--- config.mk ---
export PLATFORM = sky130hd
export DESIGN_NAME = keycode_event_gen
export DESIGN_NICKNAME = d
export VERILOG_FILES = /design/src/rtl/keycode_event_gen.sv
export SDC_FILE = /design/constraint.sdc
export NUM_CORES = 1
export LEC_CHECK = 0
export ABC_AREA = 1
export BUFFER_PORTS_ARGS = -buffer_cell sky130_fd_sc_hd__buf_4
export CORE_MARGIN = 4
export CORE_UTILIZATION = 35
export DETAILED_ROUTE_END_ITERATION = 10
export HOLD_SLACK_MARGIN = 0.05
export PLACE_DENSITY = 0.57
export SLEW_MARGIN = 30
export SYNTH_ARGS = -nofsm -noshare
export SYNTH_HDL_FRONTEND = slang
export SYNTH_SLANG_ARGS = --single-unit
--- constraint.sdc ---
create_clock -name Clk -period 2.2 [get_ports Clk]
set_input_delay 0.44 -clock Clk [delete_from_list [all_inputs] [get_ports Clk]]
set_output_delay 0.44 -clock Clk [all_outputs]
set_load 0.1 [all_outputs]
--- src/rtl/keycode_event_gen.sv ---
// Debounces a level-held keycode into one-Clk press events with auto-repeat.
// All key timing is counted in frame ticks recovered from the asynchronous frame clock.
module keycode_event_gen #(
    parameter int DEBOUNCE_FRAMES = 2,
    parameter int REPEAT_DELAY    = 30,
    parameter int REPEAT_RATE     = 6
) (
    input  logic       Clk,
    input  logic       Reset,
    input  logic       frame_clk,
    input  logic [7:0] keycode_raw,
    output logic       key_event,
    output logic [7:0] event_code,
    output logic       held
);

    typedef enum logic [1:0] {
        IDLE     = 2'd0,
        DEBOUNCE = 2'd1,
        HELD     = 2'd2,
        REPEAT   = 2'd3
    } state_t;

    localparam logic [7:0] DEB_TARGET   = 8'(DEBOUNCE_FRAMES);
    localparam logic [7:0] DELAY_TARGET = 8'(REPEAT_DELAY);
    localparam logic [7:0] RATE_TARGET  = 8'(REPEAT_RATE);
    localparam bit         DEB_ONE      = (DEBOUNCE_FRAMES == 1);
    localparam bit         REPEAT_ON    = (REPEAT_RATE != 0);

    logic       sync1_r, sync2_r, sync3_r, tick_r;
    state_t     state_r, state_s;
    logic [7:0] cand_r, cand_s;
    logic [7:0] cnt_r, cnt_s, cnt_inc_s;
    logic       emit_s;
    logic       key_event_r, held_r;
    logic [7:0] event_code_r;

    assign cnt_inc_s  = cnt_r + 8'd1;
    assign key_event  = key_event_r;
    assign event_code = event_code_r;
    assign held       = held_r;

    // Frame clock synchronizer and single-cycle rising-edge tick.
    always_ff @(posedge Clk or posedge Reset) begin
        if (Reset) begin
            sync1_r <= 1'b0;
            sync2_r <= 1'b0;
            sync3_r <= 1'b0;
            tick_r  <= 1'b0;
        end else begin
            sync1_r <= frame_clk;
            sync2_r <= sync1_r;
            sync3_r <= sync2_r;
            tick_r  <= sync2_r & ~sync3_r;
        end
    end

    // Next-state, candidate and counter decisions, evaluated only on frame ticks.
    always_comb begin
        state_s = state_r;
        cand_s  = cand_r;
        cnt_s   = cnt_r;
        emit_s  = 1'b0;
        if (tick_r) begin
            if (keycode_raw == 8'h00) begin
                state_s = IDLE;
                cnt_s   = 8'd0;
            end else if ((state_r == IDLE) || (keycode_raw != cand_r)) begin
                // Fresh press or rollover to a different key restarts debounce.
                cand_s = keycode_raw;
                if (DEB_ONE) begin
                    emit_s  = 1'b1;
                    state_s = HELD;
                    cnt_s   = 8'd0;
                end else begin
                    state_s = DEBOUNCE;
                    cnt_s   = 8'd1;
                end
            end else begin
                case (state_r)
                    DEBOUNCE: begin
                        if (cnt_inc_s == DEB_TARGET) begin
                            emit_s  = 1'b1;
                            state_s = HELD;
                            cnt_s   = 8'd0;
                        end else begin
                            cnt_s = cnt_inc_s;
                        end
                    end
                    HELD: begin
                        if (REPEAT_ON) begin
                            if (cnt_inc_s == DELAY_TARGET) begin
                                emit_s  = 1'b1;
                                state_s = REPEAT;
                                cnt_s   = 8'd0;
                            end else begin
                                cnt_s = cnt_inc_s;
                            end
                        end else if (cnt_r < DELAY_TARGET) begin
                            cnt_s = cnt_inc_s;
                        end else begin
                            cnt_s = cnt_r;
                        end
                    end
                    REPEAT: begin
                        if (cnt_inc_s == RATE_TARGET) begin
                            emit_s = 1'b1;
                            cnt_s  = 8'd0;
                        end else begin
                            cnt_s = cnt_inc_s;
                        end
                    end
                    default: begin
                        state_s = IDLE;
                        cnt_s   = 8'd0;
                    end
                endcase
            end
        end else begin
            state_s = state_r;
        end
    end

    // State, counter and registered output update.
    always_ff @(posedge Clk or posedge Reset) begin
        if (Reset) begin
            state_r      <= IDLE;
            cand_r       <= 8'h00;
            cnt_r        <= 8'd0;
            key_event_r  <= 1'b0;
            event_code_r <= 8'h00;
            held_r       <= 1'b0;
        end else begin
            state_r     <= state_s;
            cand_r      <= cand_s;
            cnt_r       <= cnt_s;
            key_event_r <= emit_s;
            held_r      <= (state_s == HELD) || (state_s == REPEAT);
            if (emit_s) begin
                event_code_r <= cand_s;
            end else begin
                event_code_r <= event_code_r;
            end
        end
    end

endmodule

Word level (Yosys, flattened, before mapping) --
Cells that the tools add are included.
Cells by class: bitwise logic cells 2, add/subtract/negate cells 1, muxes and demuxes 22, equal/unequal tests 9, reductions and logical operators 4
Operators by type and width (count):
- two-way mux 8 bit | 8
- case mux 8 bit (3 select lines) | 1
- two-way mux 2 bit | 5
- adder 8 x 1 -> 8 bit (second input constant) | 1
- == test 2 bit (second input constant) | 4
- == test 8 x 2 -> 1 bit (second input constant) | 1
- == test 8 x 3 -> 1 bit (second input constant) | 1
- == test 8 x 5 -> 1 bit (second input constant) | 1
- logical NOT 8 bit | 1
- != test 8 bit | 1
- two-way mux 1 bit | 6
- case mux 2 bit (3 select lines) | 1
- case mux 1 bit (3 select lines) | 1
- == test 2 x 1 -> 1 bit (second input constant) | 1
- logical NOT 2 bit | 1
- logical OR 1 bit | 2
- bitwise AND 1 bit | 1
- inverter 1 bit | 1
Word-level totals: bits of input ports 11, output and inout bits 10, bits in registers 32, word-level logic and storage cells 48

Logic depth before layout (Yosys ltp) --
Gate-level depths: netlist (run 1).
depth after elaboration 9, depth in mapped cells 11, depth with buffers taken out 11

Least setup slack after synthesis (run 1) --
Ideal clock, no wire load.
path type register to register, start point register cnt_r[0], end point register event_code_r[0], in the netlist event_code[0], data arrival time 1.573 ns, stages on the path, launching flop included 12, clock period less this slack 1.695 ns, setup slack 0.505 ns, setup time 0.122 ns, data required time 2.078 ns, path buffers 0, path through dfrtp_1 -> ha_1 -> nand3_1 -> nor2_1 -> nand2_1 -> nand2_2 -> nor2_8 -> nand4_4 -> nand3_4 -> nand2_4 -> nand2_1 -> nand2_1
Between the ends: longest elaborated chain between the ends 7, elaborated cells between the ends (all ways) 11, those cells by class add/sub: 1; eq/ne: 3; mux: 7
Ends and longest elaborated chain:
- start, declared | line 33 | logic [7:0] cnt_r, cnt_s, cnt_inc_s;
- start signal, assigned | line 136 | cnt_r <= cnt_s;
- adder 8 x 1 -> 8 bit * | line 38 | assign cnt_inc_s = cnt_r + 8'd1;
- == test 8 x 3 -> 1 bit (tied with other cells) | line 106 | if (cnt_inc_s == RATE_TARGET) begin
- two-way mux 1 bit (on tied branches) | line 106, 82, 92
- case mux 1 bit (3 select lines) * | line 80 | case (state_r)
- two-way mux 1 bit * | line 68 | end else if ((state_r == IDLE) || (keycode_raw != cand_r)) begin
- two-way mux 1 bit * | line 65 | if (keycode_raw == 8'h00) begin
- two-way mux 1 bit * | line 64 | if (tick_r) begin
- end signal, assigned | line 140 | event_code_r <= cand_s;
- end signal, assigned | line 142 | event_code_r <= event_code_r;
- end, declared | line 36 | logic [7:0] event_code_r;
Every way passes the cells marked *; elsewhere a longest branch is shown, timed or not. A chain may end at the register's enable or synchronous reset.

Final worst setup path (run 1) --
start point register cnt_r[0], end point register event_code_r[1], in the netlist event_code[1]
Same word-level chain as after synthesis.

==> results of run 1 <==
[cells in the mapped netlist, types with 2 or more instances]
master	instances	area [µm²]
xor2_1	4	35.0
dfrtp_1	32	801
o21ai_1	5	25.0
o21ai_0	10	50.1
nand2_2	8	50.1
or2_2	2	12.5
nor2_4	5	56.3
nand3_4	2	35.0
a21oi_1	8	40.0
nand2_1	58	218
nand3_1	21	105
nor2_1	16	60.1
o22ai_1	3	18.8
inv_2	3	11.3
ha_1	2	25.0
inv_1	20	75.1
[critical path, cell delays in order, from the launching register on]
cell and delay [ns]:
dfrtp_1 0.43, ha_1 0.25, nand3_1 0.17, o21ai_2 0.16, nand2_2 0.11, nor2_8 0.18
nand4_2 0.12, nand3_4 0.15, nand2_4 0.11, nand2_1 0.08, nand2_1 0.05
[logic make-up after synthesis]
family                   synth area share [%]
buffers and inverters                    5.78
AND/OR/NAND/NOR                          35.7
AO/OA/AOI/OAI                            9.52
adder cells (fa/ha/maj)                  1.41
flip-flops                               45.1
XOR/XNOR                                 2.47
[metal layers]
metal  global-route usage [%]  wire [µm]
met5                        0          0
met4                     5.15         45
met3                     3.97        199
met2                     22.7       1770
met1                     17.6       1650
[flip-flops by register name (all words and copies together) (netlist names)]
name and count:
cand_r 8, cnt_r 8, event_code 8, held 1, key_event 1, state_r 2
sync1_r 1, sync2_r 1, sync3_r 1, tick_r 1
[report_power, final]
part	switching (mW)	internal, mW	total, mW
clock	0.217	0.336	0.553
combinational	0.105	0.0611	0.166
sequential	0.0258	0.618	0.643
[worst max-delay path by stage]
stage,start,end,slack (ns)
after CTS,cnt_r[0],event_code[1],0.26
final,cnt_r[0],event_code[1],0.27
after floorplan,cnt_r[0],event_code[0],0.50
after global routing,cnt_r[0],event_code[1],0.06
after global placement,cnt_r[0],event_code[6],0.31
after detailed placement,cnt_r[0],event_code[0],0.29
[area by class of cell]
class	instances	share of cell area [%]
timing repair buffer	23	8.14
tap	67	3.95
clock inverter	2	1.65
clock buffer	6	3.42
inverter	23	4.07
sequential	32	37.7
multi-input combinational	156	41.0
[metrics by stage]
step	std cells	total power, mW	instance area [µm²]
5_1_grt	309	1.44	2120
3_5_place_dp	301	0.824	2010
4_1_cts	309	1.38	2120
3_3_place_gp	301	0.824	2010
6_report	309	1.36	2120
2_1_floorplan	214	0.768	1770
==> flow_metrics.py, run 1 <==
metrics = {
    "outcome": {
        "outcome": "finished, final reports clean",
    },
    "global_routing": {
        "grt_pass1_wl_um": 6750,
        "antenna_found_initial": 0,
        "grt_pass1_vias": 1415,
        "grt_remaining_overflow": 0,
        "grt_use_total_pct": 14.0,
        "grt_max_degree": 33,
    },
    "worst_setup_path": {
        "arrival_ns": 2.10,
        "start_kind": "flip-flop",
        "r2r_start": "cnt_r[0]",
        "required_ns": 2.37,
        "reg2reg_setup_slack_ns": 0.27,
        "critPathKind": "flip-flop to flip-flop",
        "critPathCaptureType": "flip-flop",
        "reg2reg_to": "event_code[1]",
        "reg2reg_depth": 10,
        "crit_fanout": 9,
    },
    "clocking": {
        "clkSlewWorstSetupHoldPaths_ns": 0.07,
        "cts_hold_buf": 0,
        "cts_resized": 0,
        "numCtsBuffers": 5,
        "clockRootBuffer": "clkbuf_8",
        "cts_sinks": 32,
        "htree_levels": 2,
        "clk_latency_ns": 0.28,
        "post_cts.repair.setup_buffers": 0,
        "cts_tree": "done",
        "cts_buffer_depth": 2,
    },
    "logic_synthesis": {
        "syn-num-nets": 227,
        "postSynth.asyncResetShare_pct": 100,
        "synth-edff-count": 0,
        "syn_avg_cell_area_um2": 8.29,
        "syn_area_um2": 1770,
        "syn-instance-count": 214,
        "yosysWarnings": 0,
        "synth_top_flop_cell": "dfrtp_1",
        "ys_ff_latch": 32,
        "synth.distinct_cells": 31,
        "ys_seq_area_share_pct": 45.1,
    },
    "timing": {
        "timing.fmax_ghz": 0.518,
        "rsz0062_at_grt": "no",
        "fin_worst_skew_ns": 0.00331,
        "max_slew_margin_pct": 72.8,
        "hold_ws_ns": 0.245,
        "final_hold_viol_count": 0,
        "finalCritPeriodShare_pct": 87.7,
        "timing.final.crit_period_ns": 1.93,
        "slew_violations": 0,
        "setup_viol": 0,
        "worst_slew_pin_slew_ns": 0.409,
        "tns_ns": 0,
        "layout_setup_ws_ns": 0.271,
    },
    "final_layout": {
        "layout.nets": 254,
        "diodes": 0,
        "fill_cells": 501,
        "final_common_cell": "nand2_1",
        "mostFrequentLayoutCells": "58 x nand2_1, 32 x dfrtp_1, 23 x buf_4",
        "multi_input_area_um2": 871,
        "final_util_pct": 44.1,
        "drive_above_1_share_pct": 23.6,
        "syn2layout_area_growth_pct": 19.6,
        "ff_latch_area_um2": 801,
    },
    "power_and_ir_drop": {
        "power_density_nw_per_um2": 642,
        "ir_drop_v": 0.000429,
        "p_leak_nw": 1.08,
    },
    "floorplan": {
        "die_area_um2": 6270,
        "num_rows": 25,
        "die_height_um": 79.2,
        "ios": 21,
        "die_x_um": 79.2,
        "start_util_pct": 36.8,
        "core_um2": 4820,
    },
    "drt": {
        "drc_errors": 0,
        "viasPerCell": 4.60,
        "vias": 1420,
        "wire_per_inst_um": 11.8,
        "wl_um": 3660,
        "ant_nets": 0,
        "drt_first_pass_iters": 4,
        "drt_iter0_drc": 44,
    },
    "placed_design": {
        "dp_hpwl_um": 2780,
        "port_buffers": 20,
        "place_ws_ns": 0.289,
        "place_congestion": 0.841,
    },
    "run": {
        "maxCapViolations": 0,
    },
    "hold_path": {
        "hold_class": "primary input to async pin",
    },
}
No activity file was read; power rests on OpenSTA's default activity.
==> run 2, diff against run 1 <==
- ABC_AREA: 1 -> default
- PLACE_DENSITY: 0.57 -> 0.58
==> flow_metrics.py, run 2 <==
metrics = {
    "power_and_ir_drop": {
        "swShare_pct": 25.3,
        "power_density_nw_per_um2": 598,
        "seq_power_share_pct": 46.2,
        "intPower_mw": 1.04,
        "p_switching_mw": 0.352,
        "power.share.clock_pct": 39.1,
        "ir_drop_v": 0.000456,
        "p_leak_nw": 1.06,
        "power_frac_comb_pct": 14.7,
    },
    "final_layout": {
        "syn2layout_area_growth_pct": 31.9,
        "stdcell_count": 266,
        "layout.nets": 211,
        "diodes": 0,
        "final_util_pct": 48.4,
        "multi_input_area_um2": 963,
        "ff_latch_area_um2": 803,
        "drive_above_1_share_pct": 40.2,
        "mostFrequentLayoutCells": "44 x buf_4, 30 x dfrtp_1, 9 x xor2_1",
        "final_common_cell": "buf_4",
        "fill_cells": 445,
    },
    "timing": {
        "slew_violations": 0,
        "fin_worst_skew_ns": 0.00751,
        "finalCritPeriodShare_pct": 111,
        "max_slew_margin_pct": 46.7,
        "rsz0062_at_grt": "yes",
        "setup_viol": 13,
        "layout_setup_ws_ns": -0.243,
        "worst_slew_pin_slew_ns": 0.796,
        "final_hold_viol_count": 0,
        "timing.fmax_ghz": 0.409,
        "tns_ns": -2.45,
        "timing.final.crit_period_ns": 2.44,
    },
    "global_routing": {
        "grt_pass1_vias": 1498,
        "antenna_found_initial": 0,
        "grt_max_degree": 33,
        "grt_use_total_pct": 15.4,
        "grt_remaining_overflow": 0,
        "grt_pass1_wl_um": 7410,
    },
    "floorplan": {
        "ios": 21,
        "num_rows": 25,
        "die_area_um2": 6260,
        "core_um2": 4820,
        "die_height_um": 79.1,
        "die_x_um": 79.1,
        "start_util_pct": 36.7,
    },
    "clocking": {
        "htree_levels": 2,
        "numCtsBuffers": 5,
        "cts_buffer_depth": 2,
        "cts_sinks": 32,
        "clockRootBuffer": "clkbuf_8",
        "clkSlewWorstSetupHoldPaths_ns": 0.07,
        "cts_tree": "done",
        "clk_latency_ns": 0.28,
    },
    "logic_synthesis": {
        "synth_area_leaders": "dfrtp_1 45%, mux2_4 6.8%, a2111oi_4 4.7%",
        "synth.top_cell.area_share_pct": 45.3,
        "yosysMostFrequentCell": "dfrtp_1",
        "syn-num-nets": 164,
        "yosysWarnings": 0,
        "syn-instance-count": 151,
        "ys_seq_area_share_pct": 45.3,
        "synth-edff-count": 0,
        "postSynth.asyncResetShare_pct": 100,
        "ys_top_cells_by_count": "32 x dfrtp_1, 9 x xor2_1, 8 x a22o_1, 8 x inv_1, 8 x mux2_4",
        "synth.distinct_cells": 48,
        "synth_top_flop_cell": "dfrtp_1",
        "syn_area_um2": 1770,
        "ys_ff_latch": 32,
        "syn_avg_cell_area_um2": 11.7,
        "synth_top_area_cell": "dfrtp_1",
    },
    "worst_setup_path": {
        "reg2reg_setup_slack_ns": -0.24,
        "critPathKind": "flip-flop to flip-flop",
        "cp_slowest_cell": "dfrtp_2",
        "reg2reg_depth": 9,
        "cpMostUsedCell": "buf_4",
        "crit_fanout": 9,
        "start_kind": "flip-flop",
        "r2r_start": "cnt_r[1]",
        "critPathCaptureType": "flip-flop",
        "required_ns": 2.42,
        "path_cells": "ha_4 -> buf_4 -> and2b_2 -> a211oi_2 -> buf_4 -> a2111oi_4 -> buf_4 -> o41ai_1 -> o31a_1",
        "reg2reg_to": "cnt_r[2]",
        "arrival_ns": 2.66,
        "slowest_delay_ns": 0.43,
    },
    "run": {
        "maxCapViolations": 0,
    },
    "drt": {
        "wl_um": 4400,
        "wire_per_inst_um": 16.5,
        "viasPerCell": 5.38,
        "vias": 1430,
        "ant_nets": 0,
        "drt_first_pass_iters": 4,
        "drt_iter0_drc": 70,
        "drc_errors": 0,
    },
    "placed_design": {
        "place_congestion": 0.879,
        "port_buffers": 20,
        "dp_hpwl_um": 3090,
        "place_ws_ns": -0.251,
        "dp_cells": 252,
    },
    "hold_path": {
        "hold_class": "primary input to async pin",
    },
    "outcome": {
        "outcome": "complete, but fails checks",
        "violations": "setup timing",
    },
}
run 2: worst max path at each step:
stage | depth (start not counted) | from | to | slack [ns]
global route | 7 | cnt_r[1] | event_code[4] | -0.30
CTS | 7 | cnt_r[1] | event_code[2] | -0.19
detailed placement | 8 | cnt_r[1] | cnt_r[2] | -0.25
floorplan | 7 | cnt_r[0] | event_code[0] | -0.25
global placement | 6 | cnt_r[1] | event_code[2] | -0.16
finish | 9 | cnt_r[1] | cnt_r[2] | -0.24
run 2: power groups by stage:
stage / clock, mW / sequential, mW / combinational, mW
detailed placement: 0 / 0.655 / 0.187
floorplan: 0 / 0.664 / 0.110
finish: 0.546 / 0.644 / 0.205
global placement: 0 / 0.654 / 0.182
global route: 0.584 / 0.648 / 0.225
CTS: 0.563 / 0.644 / 0.196
run 2: cell families after synthesis:
family	after synthesis	synth area share, %
adder cells (fa/ha/maj)	2	1.41
AND/OR/NAND/NOR	34	11.5
XOR/XNOR	12	5.94
AO/OA/AOI/OAI	48	24.9
flip-flops	32	45.3
buffers and inverters	15	4.17
multiplexers	8	6.79
run 2: cell type report:
class                           count  share of cell area (%)
Timing Repair Buffer               45                    14.6
Inverter                            9                    1.45
Clock buffer                        6                    3.11
Tap cell                           67                    3.59
Sequential cell                    32                    34.4
Multi-Input combinational cell    105                    41.3
Clock inverter                      2                    1.50
run 2: what timing repair did:
| item | in CTS | in global routing |
|---|---|---|
| setup endpoints to repair | 14 | 16 |
| pin swaps | 1 | 2 |
| buffers inserted | 4 | 2 |
| resized for setup | 1 | 8 |
| hold buffers | 0 | 0 |
| gates cloned | 1 | 0 |
run 2: critical path: cells and delay by family, from the launching register on:
kind            cells  cell delay (ns)
simple gates        1             0.23
flops               1             0.43
fa+ha+maj           1             0.15
compound gates      4             1.03
buf+inv             3             0.53
run 2: metal layers:
metal	track usage [%]	wire length, µm
met1	19.4	1900
met3	3.51	206
met5	0	0
met4	5.67	70
met2	25.8	2220
run 2: metrics by stage:
step / hold WS (ns) / instance area [µm²] / total power, mW
3_5_place_dp: 0.353 / 2130 / 0.842
3_3_place_gp: 0.332 / 2130 / 0.836
4_1_cts: 0.248 / 2280 / 1.40
2_1_floorplan: 0.331 / 1780 / 0.774
5_1_grt: 0.252 / 2330 / 1.46
6_report: 0.239 / 2330 / 1.40
==> run 3, diff against run 2 <==
--- a/config.mk
+++ b/config.mk
@@ -12,4 +12,5 @@
 export HOLD_SLACK_MARGIN = 0.05
 export PLACE_DENSITY = 0.58
+export SETUP_SLACK_MARGIN = 0.3
 export SLEW_MARGIN = 30
 export SYNTH_ARGS = -nofsm -noshare
==> constraint.sdc (replaced) <==
create_clock -name Clk -period 2.2 [get_ports Clk]
set_input_delay 0.11 -clock Clk [delete_from_list [all_inputs] [get_ports Clk]]
set_output_delay 0.11 -clock Clk [all_outputs]
set_load 0.1 [all_outputs]
==> flow_metrics.py, run 3 (same netlist as run 2, synthesis figures left out) <==
metrics = {
    "hold_path": {
        "min_path_cells": 2,
        "hold_end": "cand_r[6]",
        "hold_class": "primary input to flip-flop",
        "min_from": "keycode_raw[6]",
    },
    "global_routing": {
        "grt_pass1_wl_um": 7370,
        "grt_pass1_vias": 1560,
        "grt_use_total_pct": 15.1,
        "antenna_found_initial": 0,
        "grt_max_degree": 24,
        "grt_remaining_overflow": 0,
    },
    "timing": {
        "setup_viol": 14,
        "worst_slew_pin_slew_ns": 0.748,
        "fin_worst_skew_ns": 0.0106,
        "rsz0062_at_grt": "yes",
        "finalCritPeriodShare_pct": 107,
        "timing.fmax_ghz": 0.426,
        "slew_violations": 0,
        "layout_setup_ws_ns": -0.147,
        "final_hold_viol_count": 0,
        "max_slew_margin_pct": 49.9,
        "timing.final.crit_period_ns": 2.35,
    },
    "clocking": {
        "clockRootBuffer": "clkbuf_8",
        "cts_sinks": 32,
        "clk_latency_ns": 0.29,
        "htree_levels": 2,
        "clkSlewWorstSetupHoldPaths_ns": 0.07,
        "numCtsBuffers": 5,
        "cts_tree": "done",
        "cts_buffer_depth": 2,
    },
    "worst_setup_path": {
        "r2r_start": "cnt_r[0]",
        "start_kind": "flip-flop",
        "required_ns": 2.37,
        "reg2reg_to": "event_code[2]",
        "critPathCaptureType": "flip-flop",
        "reg2reg_depth": 7,
        "arrival_ns": 2.52,
        "critPathKind": "flip-flop to flip-flop",
        "crit_fanout": 5,
        "reg2reg_setup_slack_ns": -0.15,
    },
    "final_layout": {
        "drive_above_1_share_pct": 46.9,
        "syn2layout_area_growth_pct": 41.9,
        "final_common_cell": "buf_4",
        "diodes": 0,
        "mostFrequentLayoutCells": "48 x buf_4, 30 x dfrtp_1, 9 x xor2_1",
        "final_util_pct": 52.1,
        "fill_cells": 437,
        "layout.nets": 221,
    },
    "floorplan": {
        "start_util_pct": 36.7,
        "die_x_um": 79.1,
        "die_area_um2": 6260,
        "num_rows": 25,
        "core_um2": 4820,
        "ios": 21,
        "die_height_um": 79.1,
    },
    "power_and_ir_drop": {
        "ir_drop_v": 0.000378,
        "p_leak_nw": 1.11,
        "power_density_nw_per_um2": 531,
        "finalPower_mw": 1.33,
    },
    "drt": {
        "vias": 1490,
        "viasPerCell": 5.40,
        "ant_nets": 0,
        "wire_per_inst_um": 16.0,
        "drc_errors": 0,
        "wl_um": 4430,
        "drt_iter0_drc": 66,
        "drt_first_pass_iters": 4,
    },
    "placed_design": {
        "dp_hpwl_um": 2930,
        "port_buffers": 20,
        "place_congestion": 0.807,
    },
    "run": {
        "maxCapViolations": 0,
    },
    "outcome": {
        "outcome": "complete, but fails checks",
        "violations": "setup timing",
    },
}
## run 3: cell types whose count changed in the layout (fill, tap and decap cells not counted), sizes merged
cell,delta
clkinvlp,+1
buf,+8
dlygate4sd3,+2
bufinv,-1
## run 3: metrics by stage
stage	TNS (ns)	setup WS [ns]	hold WS (ns)	instance area (µm²)	std cells
2_1_floorplan	-2.27	-0.254	0.141	1800	151
3_3_place_gp	-1.20	-0.131	0.221	2170	254
3_5_place_dp	-1.74	-0.193	0.221	2170	254
4_1_cts	-1.62	-0.170	0.0610	2390	272
5_1_grt	-2.40	-0.222	0.0927	2510	276
6_report	-1.47	-0.147	0.0994	2510	276
## run 3: where the power goes
part           total [mW]  internal [mW]  switching, mW
clock network       0.457          0.225          0.232
registers           0.643          0.618         0.0248
logic               0.233          0.105          0.128
## run 3: worst max-delay path, cell delays in order (launching register included)
cell and delay [ns]:
dfrtp_2 0.44, ha_4 0.16, or3_4 0.32, a211o_4 0.37, a2111oi_4 0.30, buf_4 0.20
o21bai_4 0.11, mux2_4 0.32
## run 3: per-layer routing
| metal | track usage (%) | vias up | share of wire (%) |
|---|---|---|---|
| met2 | 26.1 | 37 | 49 |
| met4 | 6.01 | 0 | 2.0 |
| met1 | 18.1 | 747 | 45 |
| met3 | 3.63 | 12 | 4.2 |
| met5 | 0 | - | 0 |
| li1 | - | 694 | - |
## run 3: cell type report
| cell class | instances | area [µm²] | area share [%] |
|---|---|---|---|
| Clock inverter | 2 | 16.3 | 0.648 |
| Multi-Input combinational cell | 105 | 1050 | 42.0 |
| Timing Repair Buffer | 55 | 445 | 17.7 |
| Inverter | 9 | 33.8 | 1.35 |
| Clock buffer | 6 | 72.6 | 2.89 |
| Sequential cell | 32 | 803 | 32.0 |
| Tap cell | 67 | 83.8 | 3.34 |
## run 3: repair_timing
item,4_1_cts,5_1_grt
cloned,1,0
pin swaps,10,10
resized for setup,9,16
hold endpoints to repair,1,22
endpoints found under the setup margin,19,23
setup buffers,8,3
hold buffers,1,1
## run 3: worst max-delay path by stage
stage,start,slack (ns),end,cells after the start
after floorplan,cnt_r[0],-0.25,event_code[0],7
after global placement,cnt_r[1],-0.13,event_code[7],6
after detailed placement,cnt_r[1],-0.19,event_code[7],6
after CTS,cnt_r[1],-0.17,event_code[2],7
after global routing,cnt_r[1],-0.22,event_code[2],7
final,cnt_r[0],-0.15,event_code[2],7
